$ cat src/rtl/exec_alu_pkg.sv
// Shared codes for the execute-stage ALU: op classes, internal op encoding, FSM states and
// func7 patterns, plus small decode helpers.
package exec_alu_pkg;

  localparam logic [2:0] LoadStoreType  = 3'd0;
  localparam logic [2:0] JTypeALU       = 3'd1;
  localparam logic [2:0] ITypeJALR_ALU  = 3'd2;
  localparam logic [2:0] UTypeALU       = 3'd3;
  localparam logic [2:0] UTypeAUIPC_ALU = 3'd4;
  localparam logic [2:0] BTypeALU       = 3'd5;
  localparam logic [2:0] RTypeALU       = 3'd6;
  localparam logic [2:0] ITypeALU       = 3'd7;

  typedef enum logic [4:0] {
    OpAdd    = 5'd0,
    OpSub    = 5'd1,
    OpSll    = 5'd2,
    OpSlt    = 5'd3,
    OpSltu   = 5'd4,
    OpXor    = 5'd5,
    OpSrl    = 5'd6,
    OpSra    = 5'd7,
    OpOr     = 5'd8,
    OpAnd    = 5'd9,
    OpBeq    = 5'd10,
    OpBne    = 5'd11,
    OpBlt    = 5'd12,
    OpBge    = 5'd13,
    OpBltu   = 5'd14,
    OpBgeu   = 5'd15,
    OpMul    = 5'd16,
    OpMulh   = 5'd17,
    OpMulhsu = 5'd18,
    OpMulhu  = 5'd19,
    OpDiv    = 5'd20,
    OpDivu   = 5'd21,
    OpRem    = 5'd22,
    OpRemu   = 5'd23,
    OpNone   = 5'd24
  } alu_op_e;

  localparam logic [1:0] StIdle = 2'd0;
  localparam logic [1:0] StBusy = 2'd1;
  localparam logic [1:0] StDone = 2'd2;

  localparam logic [6:0] FUNC7_ALT    = 7'b0100000;
  localparam logic [6:0] FUNC7_MULDIV = 7'b0000001;

  // Register/immediate integer ops shared by R and I classes.
  function automatic alu_op_e base_op(input logic [2:0] f3, input logic arith_shift);
    alu_op_e op;
    case (f3)
      3'b000:  op = OpAdd;
      3'b001:  op = OpSll;
      3'b010:  op = OpSlt;
      3'b011:  op = OpSltu;
      3'b100:  op = OpXor;
      3'b101:  op = arith_shift ? OpSra : OpSrl;
      3'b110:  op = OpOr;
      default: op = OpAnd;
    endcase
    return op;
  endfunction

  function automatic logic is_mul(input alu_op_e op);
    return op[4:2] == 3'b100;
  endfunction

  function automatic logic is_div(input alu_op_e op);
    return op[4:2] == 3'b101;
  endfunction

  function automatic logic op_a_signed(input alu_op_e op);
    return op inside {OpMulh, OpMulhsu, OpDiv, OpRem};
  endfunction

  function automatic logic op_b_signed(input alu_op_e op);
    return op inside {OpMulh, OpDiv, OpRem};
  endfunction

endpackage

$ cat src/rtl/exec_alu_muldiv_iter.sv
// Radix-2 iterative engine on operand magnitudes: shift-add multiply or restoring divide.
// Exposes the next-step values so the final step and sign fixup can share one clock edge.
module exec_alu_muldiv_iter
  import exec_alu_pkg::*;
#(
  parameter int unsigned XLEN  = 32,
  parameter int unsigned CNT_W = $clog2(XLEN) + 1
) (
  input  logic            clk,
  input  logic            rstN,
  input  logic            start,
  input  logic            step,
  input  logic            is_div,
  input  logic [XLEN-1:0] a_mag,
  input  logic [XLEN-1:0] b_mag,
  output logic            last,
  output logic [XLEN-1:0] hi_nxt,
  output logic [XLEN-1:0] lo_nxt
);

  logic [XLEN-1:0]  hi_q, lo_q, opnd_q;
  logic             div_q;
  logic [CNT_W-1:0] cnt_q;

  logic [XLEN:0] sum, shifted, diff;

  // Multiply: {hi,lo} holds partial product / multiplier. Divide: hi = remainder, lo = quotient.
  always_comb begin
    sum     = {1'b0, hi_q} + (lo_q[0] ? {1'b0, opnd_q} : '0);
    shifted = {hi_q, lo_q[XLEN-1]};
    diff    = shifted - {1'b0, opnd_q};
    if (div_q) begin
      if (!diff[XLEN]) begin
        hi_nxt = diff[XLEN-1:0];
        lo_nxt = {lo_q[XLEN-2:0], 1'b1};
      end else begin
        hi_nxt = shifted[XLEN-1:0];
        lo_nxt = {lo_q[XLEN-2:0], 1'b0};
      end
    end else begin
      hi_nxt = sum[XLEN:1];
      lo_nxt = {sum[0], lo_q[XLEN-1:1]};
    end
  end

  assign last = (cnt_q == CNT_W'(XLEN - 1));

  always_ff @(posedge clk) begin
    if (!rstN) begin
      hi_q   <= '0;
      lo_q   <= '0;
      opnd_q <= '0;
      div_q  <= 1'b0;
      cnt_q  <= '0;
    end else if (start) begin
      hi_q   <= '0;
      lo_q   <= a_mag;
      opnd_q <= b_mag;
      div_q  <= is_div;
      cnt_q  <= '0;
    end else if (step) begin
      hi_q  <= hi_nxt;
      lo_q  <= lo_nxt;
      cnt_q <= cnt_q + 1'b1;
    end
  end

endmodule

$ cat src/rtl/exec_alu_muldiv.sv
// Registered execute-stage ALU with RV-M multiply/divide behind a valid/ready handshake.
// Build option FAST_MUL_EN: multiplies complete in one cycle on a full-width multiplier.
module exec_alu_muldiv
  import exec_alu_pkg::*;
#(
  parameter int unsigned XLEN  = 32,
  parameter int unsigned CNT_W = $clog2(XLEN) + 1
) (
  input  logic            clk,
  input  logic            rstN,
  input  logic            flush,
  input  logic            inValid,
  output logic            inReady,
  input  logic [2:0]      aluClass,
  input  logic [2:0]      func3,
  input  logic [6:0]      func7,
  input  logic [XLEN-1:0] operandA,
  input  logic [XLEN-1:0] operandB,
  output logic            outValid,
  input  logic            outReady,
  output logic [XLEN-1:0] result,
  output logic            branchTaken,
  output logic            busy
);

  localparam int unsigned ShW = $clog2(XLEN);
  localparam logic [XLEN-1:0] MinVal = {1'b1, {(XLEN-1){1'b0}}};

  alu_op_e op;
  always_comb begin
    op = OpNone;
    case (aluClass)
      LoadStoreType, JTypeALU, ITypeJALR_ALU, UTypeALU, UTypeAUIPC_ALU: op = OpAdd;
      BTypeALU: begin
        case (func3)
          3'b000:  op = OpBeq;
          3'b001:  op = OpBne;
          3'b100:  op = OpBlt;
          3'b101:  op = OpBge;
          3'b110:  op = OpBltu;
          3'b111:  op = OpBgeu;
          default: op = OpNone;
        endcase
      end
      RTypeALU: begin
        if (func7 == FUNC7_ALT) begin
          op = (func3 == 3'b000) ? OpSub : (func3 == 3'b101) ? OpSra : OpNone;
        end else if (func7 == FUNC7_MULDIV) begin
          op = alu_op_e'({2'b10, func3});
        end else begin
          op = base_op(func3, 1'b0);
        end
      end
      default: op = base_op(func3, func7[5]);
    endcase
  end

  logic            a_neg, b_neg, div_zero, div_ovf, use_iter, accept;
  logic [XLEN-1:0] a_mag, b_mag;
  logic [ShW-1:0]  shamt;
  logic            eq, lt, ltu;

  assign a_neg    = op_a_signed(op) & operandA[XLEN-1];
  assign b_neg    = op_b_signed(op) & operandB[XLEN-1];
  assign a_mag    = a_neg ? -operandA : operandA;
  assign b_mag    = b_neg ? -operandB : operandB;
  assign div_zero = (operandB == '0);
  assign div_ovf  = (op == OpDiv || op == OpRem) && operandA == MinVal && operandB == '1;
  assign shamt    = operandB[ShW-1:0];
  assign eq       = (operandA == operandB);
  assign lt       = ($signed(operandA) < $signed(operandB));
  assign ltu      = (operandA < operandB);

`ifdef FAST_MUL_EN
  logic [2*XLEN-1:0] mag_prod, fast_prod;
  assign mag_prod  = {{XLEN{1'b0}}, a_mag} * {{XLEN{1'b0}}, b_mag};
  assign fast_prod = (a_neg ^ b_neg) ? -mag_prod : mag_prod;
  assign use_iter  = is_div(op) && !div_zero && !div_ovf;
`else
  assign use_iter  = is_mul(op) || (is_div(op) && !div_zero && !div_ovf);
`endif

  logic [XLEN-1:0] alu_res;
  logic            alu_br;
  // Divide entries only cover the special cases; ordinary divides go to the engine.
  always_comb begin
    alu_res = '0;
    alu_br  = 1'b0;
    case (op)
      OpAdd:          alu_res = operandA + operandB;
      OpSub:          alu_res = operandA - operandB;
      OpSll:          alu_res = operandA << shamt;
      OpSrl:          alu_res = operandA >> shamt;
      OpSra:          alu_res = $unsigned($signed(operandA) >>> shamt);
      OpSlt:          alu_res[0] = lt;
      OpSltu:         alu_res[0] = ltu;
      OpXor:          alu_res = operandA ^ operandB;
      OpOr:           alu_res = operandA | operandB;
      OpAnd:          alu_res = operandA & operandB;
      OpBeq:          alu_br = eq;
      OpBne:          alu_br = !eq;
      OpBlt:          alu_br = lt;
      OpBge:          alu_br = !lt;
      OpBltu:         alu_br = ltu;
      OpBgeu:         alu_br = !ltu;
      OpDiv, OpDivu:  alu_res = div_zero ? '1 : MinVal;
      OpRem, OpRemu:  alu_res = div_zero ? operandA : '0;
`ifdef FAST_MUL_EN
      OpMul:          alu_res = fast_prod[XLEN-1:0];
      OpMulh, OpMulhsu, OpMulhu: alu_res = fast_prod[2*XLEN-1:XLEN];
`endif
      default: ;
    endcase
    alu_res[0] = alu_res[0] | alu_br;
  end

  logic [1:0]      state_q, state_d;
  logic [XLEN-1:0] result_q, result_d;
  logic            branch_q, branch_d;
  alu_op_e         op_q, op_d;
  logic            neg_q, neg_d, rneg_q, rneg_d;
  logic            start, step, iter_last;
  logic [XLEN-1:0] hi_nxt, lo_nxt, iter_res;
  logic [2*XLEN-1:0] prod_fix;

  exec_alu_muldiv_iter #(
    .XLEN  (XLEN),
    .CNT_W (CNT_W)
  ) u_iter (
    .clk    (clk),
    .rstN   (rstN),
    .start  (start),
    .step   (step),
    .is_div (is_div(op)),
    .a_mag  (a_mag),
    .b_mag  (b_mag),
    .last   (iter_last),
    .hi_nxt (hi_nxt),
    .lo_nxt (lo_nxt)
  );

  // neg_q negates product/quotient; rneg_q gives the remainder the dividend's sign.
  always_comb begin
    prod_fix = neg_q ? -{hi_nxt, lo_nxt} : {hi_nxt, lo_nxt};
    case (op_q)
      OpMul:                     iter_res = prod_fix[XLEN-1:0];
      OpMulh, OpMulhsu, OpMulhu: iter_res = prod_fix[2*XLEN-1:XLEN];
      OpDiv, OpDivu:             iter_res = neg_q ? -lo_nxt : lo_nxt;
      OpRem, OpRemu:             iter_res = rneg_q ? -hi_nxt : hi_nxt;
      default:                   iter_res = '0;
    endcase
  end

  assign inReady = (state_q == StIdle) || (state_q == StDone && outReady);
  assign accept  = inValid && inReady;
  assign step    = (state_q == StBusy) && !flush;

  always_comb begin
    state_d  = state_q;
    result_d = result_q;
    branch_d = branch_q;
    op_d     = op_q;
    neg_d    = neg_q;
    rneg_d   = rneg_q;
    start    = 1'b0;
    if (flush) begin
      state_d = StIdle;
    end else begin
      case (state_q)
        StBusy: begin
          if (iter_last) begin
            state_d  = StDone;
            result_d = iter_res;
            branch_d = 1'b0;
          end
        end
        StIdle, StDone: begin
          if (state_q == StDone && outReady) state_d = StIdle;
          if (accept) begin
            if (use_iter) begin
              state_d = StBusy;
              start   = 1'b1;
              op_d    = op;
              neg_d   = a_neg ^ b_neg;
              rneg_d  = a_neg;
            end else begin
              state_d  = StDone;
              result_d = alu_res;
              branch_d = alu_br;
            end
          end
        end
        default: state_d = StIdle;
      endcase
    end
  end

  always_ff @(posedge clk) begin
    if (!rstN) begin
      state_q  <= StIdle;
      result_q <= '0;
      branch_q <= 1'b0;
      op_q     <= OpAdd;
      neg_q    <= 1'b0;
      rneg_q   <= 1'b0;
    end else begin
      state_q  <= state_d;
      result_q <= result_d;
      branch_q <= branch_d;
      op_q     <= op_d;
      neg_q    <= neg_d;
      rneg_q   <= rneg_d;
    end
  end

  assign outValid    = (state_q == StDone);
  assign busy        = (state_q == StBusy);
  assign result      = result_q;
  assign branchTaken = branch_q;

endmodule

$ cat config.mk
export PLATFORM = sky130hd
export DESIGN_NAME = exec_alu_muldiv
export DESIGN_NICKNAME = d
export VERILOG_FILES = /design/src/rtl/exec_alu_pkg.sv /design/src/rtl/exec_alu_muldiv_iter.sv /design/src/rtl/exec_alu_muldiv.sv
export SDC_FILE = /design/constraint.sdc
export NUM_CORES = 1
export LEC_CHECK = 0
export CAP_MARGIN = 5
export CELL_PAD_IN_SITES_DETAIL_PLACEMENT = 0
export CELL_PAD_IN_SITES_GLOBAL_PLACEMENT = 1
export CORE_ASPECT_RATIO = 2
export CORE_UTILIZATION = 35
export DETAILED_ROUTE_END_ITERATION = 8
export PLACE_DENSITY_LB_ADDON = 0.1
export SYNTH_ARGS = -nofsm -noshare
export SYNTH_HDL_FRONTEND = slang
export SYNTH_HIERARCHICAL = 1
export SYNTH_SLANG_ARGS = --single-unit
$ cat constraint.sdc
create_clock -name clk -period 6.3 [get_ports clk]
set_input_delay 1.26 -clock clk [delete_from_list [all_inputs] [get_ports clk]]
set_output_delay 1.26 -clock clk [all_outputs]
set_load 0.05 [all_outputs]
==> metrics.cfg <==
[min_path]
hp-start=op_q[3]$_SDFFE_PN0P_
min_to=op_q[3]$_SDFFE_PN0P_
worstHoldPathType=register to register
holdPathStages=2

[synthesis]
ys_dominant_reg_cell=dfxtp_1
ys_warn_count=6
synth_seq_area_share_pct=11.8
synthSimpleGateAreaFrac_pct=24.4
synth_area_um2=24700
synth-xor-area-share_pct=7.55
synth_top_family_by_area=compound AO/OA/AOI/OAI gates
netlist-cell-type-count=105
synthesis.nets=3769
synth_cells=3516
synth-adder-area-share_pct=8.78
synth-compound-area-share_pct=30.8
synth-seq-cells=145
synth_area_per_cell_um2=7.02
muxShareOfSynthArea_pct=9.92
synth_edf_count=0
ys_async_sr_fraction_pct=0

[floorplanning]
initial_utilization_pct=35.4
rows=137
die_h_um=378
dieArea_um2=71700
die_w_um=190
ioPinCount=118
coreArea_um2=69800

[critical_path]
start_kind=register
r2r-end=result[30]$_SDFFE_PN0P_
worstPathRequired_ns=6.68
critPathMaxStageDelay_ns=0.54
crit_slowest_cell=or4_1
r2r_slack_ns=0.23
worstPathArrival_ns=6.45
startpoint=u_iter/lo_q[0]$_SDFFE_PN0P_
cpMostUsedCell=buf_4
crit_type=register to register
r2r_start=u_iter/lo_q[0]$_SDFFE_PN0P_
path_max_fanout=24
end_kind=register
path_cells=buf_4, buf_6, and2_1, ha_1, a21o_1, a211oi_1, o21ai_0, a31oi_1, o21ai_1, a221oi_1, xnor2_1, o221a_2, or4_1, or3_1, or3_1, nor2_1, buf_4, o31ai_1, o31ai_2, buf_4, nand4_1, a211oi_1, a21oi_1
reg2regPathDepth=23

[route]
route.detailed.drc=0
vias_per_cell=6.60
drt-initial-drc-count=2723
firstDrtPassIters=7
post_drt_wl_per_cell_um=34.9
ant_nets=0
vias=30746
wirelength_um=163000

[clock_network]
cts_tree=built
clock_sinks=145
htree_levels=4
hold_buffers=0
clock_path_buffers=2
cts_inserted_buffers=17
clk_latency_ns=0.49
path_clk_slew_ns=0.07
root_buffer=clkbuf_16

[power_and_ir_drop]
powerDensity_nw_per_um2=130
ir_worst_vdd_v=0.000126
power.total_mw=3.84
p_leak_nw=12.0

[placement]
pre_cts_ws_ns=0.0973
dp_hpwl_um=133000
io_buffers=117
gp_congestion=1.09

[global_route]
grt_pass1_wl_um=227000
grt_pass1_vias=31151
overflow=0
grt_max_degree=91
grt_usage_pct=44.8
grt_antenna_before_repair=8

[sta]
final.period_utilization_pct=96.3
setup_viol=0
rsz0062_at_grt=false
drv_slew=0
slew_headroom_pct=16.8
fmax_mhz=165
finClkSkew_ns=0.0181
setup_tns_ns=0
holdWs_ns=0.458
min_period_ns=6.07
setup_slack_ns=0.233
hold_viol=0
worst_pin_slew_ns=1.25

[finish]
multi_input_area_um2=20300
finalNetCount=3991
regArea_um2=2910
final_common_cell=nor2_1
area_growth_pct=19.5
drive_gt1_share_pct=15.6
final_cell_mix=371 x nor2_1, 335 x buf_4, 306 x nand2_1
fill_cells=7258

[run_status]
outcome=finished, final reports clean

[run]
maxCapViolations=0

-- cell families after synthesis --
group           after synthesis
simple gates               1237
compound gates             1134
fa+ha+maj                   171
flops                       145
buf+inv                     428
xor+xnor                    213
mux                         188
-- worst max path at each step --
stage / end / cells after the start
2_1_floorplan: result[0]$_SDFFE_PN0P_ / 17
3_3_place_gp: result[30]$_SDFFE_PN0P_ / 26
6_report: result[30]$_SDFFE_PN0P_ / 23
4_1_cts: result[29]$_SDFFE_PN0P_ / 26
3_5_place_dp: result[29]$_SDFFE_PN0P_ / 26
5_1_grt: result[30]$_SDFFE_PN0P_ / 23
-- report_power, final --
part           switching [mW]  total [mW]  leakage (nW)  internal (mW)
clock                   0.464        1.12         0.293          0.661
combinational            1.18        1.76          10.5          0.585
sequential             0.0241       0.958          1.17          0.934
-- state kept, by name, summed over array words and instances, names as in the netlist --
signal and count:
u_iter/lo_q 32, state_q 2, u_iter/div_q 1, op_q 5, result 32, u_iter/hi_q 32
neg_q 1, rneg_q 1, branchTaken 1, u_iter/cnt_q 6, u_iter/opnd_q 32
-- repair_timing --
action / in CTS / in global routing
resized for setup: 0 / 8
setup endpoints to repair: 0 / 7
setup buffers: 0 / 1
-- worst max-delay path: cells and delay by family (launching register included) --
family	cells	cell delay (ns)
adder cells (fa/ha/maj)	1	0.40
AND/OR/NAND/NOR	6	1.66
buffers and inverters	4	0.66
XOR/XNOR	1	0.12
flip-flops	1	0.31
AO/OA/AOI/OAI	11	2.79
-- per-stage QoR --
step	std cells	area [um2]	util, %
detailed placement	4619	28800	41.3
global route	4657	29500	42.3
CTS	4651	29400	42.2
global placement	4619	28800	41.3
finish	4660	29500	42.3
floorplan	3516	24700	-
-- layer usage --
layer  GRT usage, %  vias to the layer above  part of all wire, %
li1               -                    13398                    -
met1           38.3                    14660                   30
met2           78.8                     1789                   49
met3           8.68                      895                  6.2
met4           56.0                        4                   15
met5              0                        -                0.018
-- cells in the mapped netlist (15+ instances only) --
cell | instances | area, um2
nor2_1 | 372 | 1400
nand2_1 | 306 | 1150
a21oi_1 | 269 | 1350
o21ai_0 | 221 | 1110
clkbuf_1 | 212 | 796
ha_1 | 167 | 2090
inv_1 | 159 | 597
dfxtp_1 | 145 | 2900
xnor2_1 | 137 | 1200
nand3_1 | 94 | 470
mux2i_1 | 93 | 931
nor3_1 | 80 | 400
xor2_1 | 76 | 666
or3_1 | 63 | 394
nor2b_1 | 62 | 388
o22ai_1 | 58 | 363
a211oi_1 | 57 | 428
o31ai_1 | 56 | 420
mux2_2 | 55 | 619
nand4_1 | 52 | 325
and2_1 | 48 | 300
a21o_1 | 45 | 338
a31oi_1 | 44 | 275
o211ai_1 | 42 | 315
mux4_2 | 40 | 901
a21boi_0 | 39 | 293
nor4_1 | 31 | 194
buf_1 | 29 | 109
and3_1 | 22 | 138
nand2b_1 | 22 | 138
o21a_1 | 22 | 165
or4_1 | 20 | 150
a22oi_1 | 18 | 135
o21bai_1 | 17 | 128
o41ai_1 | 17 | 149
a221oi_1 | 16 | 140
buf_2 | 16 | 80.1
a2111oi_0 | 15 | 131
-- final cells by class --
cell class                      instances  area share, %
Sequential cell                       145           9.85
Antenna cell                            6         0.0509
Multi-Input combinational cell       2943           68.7
Clock buffer                           19           1.47
Tap cell                              903           3.83
Timing Repair Buffer                  467           13.4
Clock inverter                         13          0.636
Inverter                              164           2.09
Power figures use the tool's default switching activity.
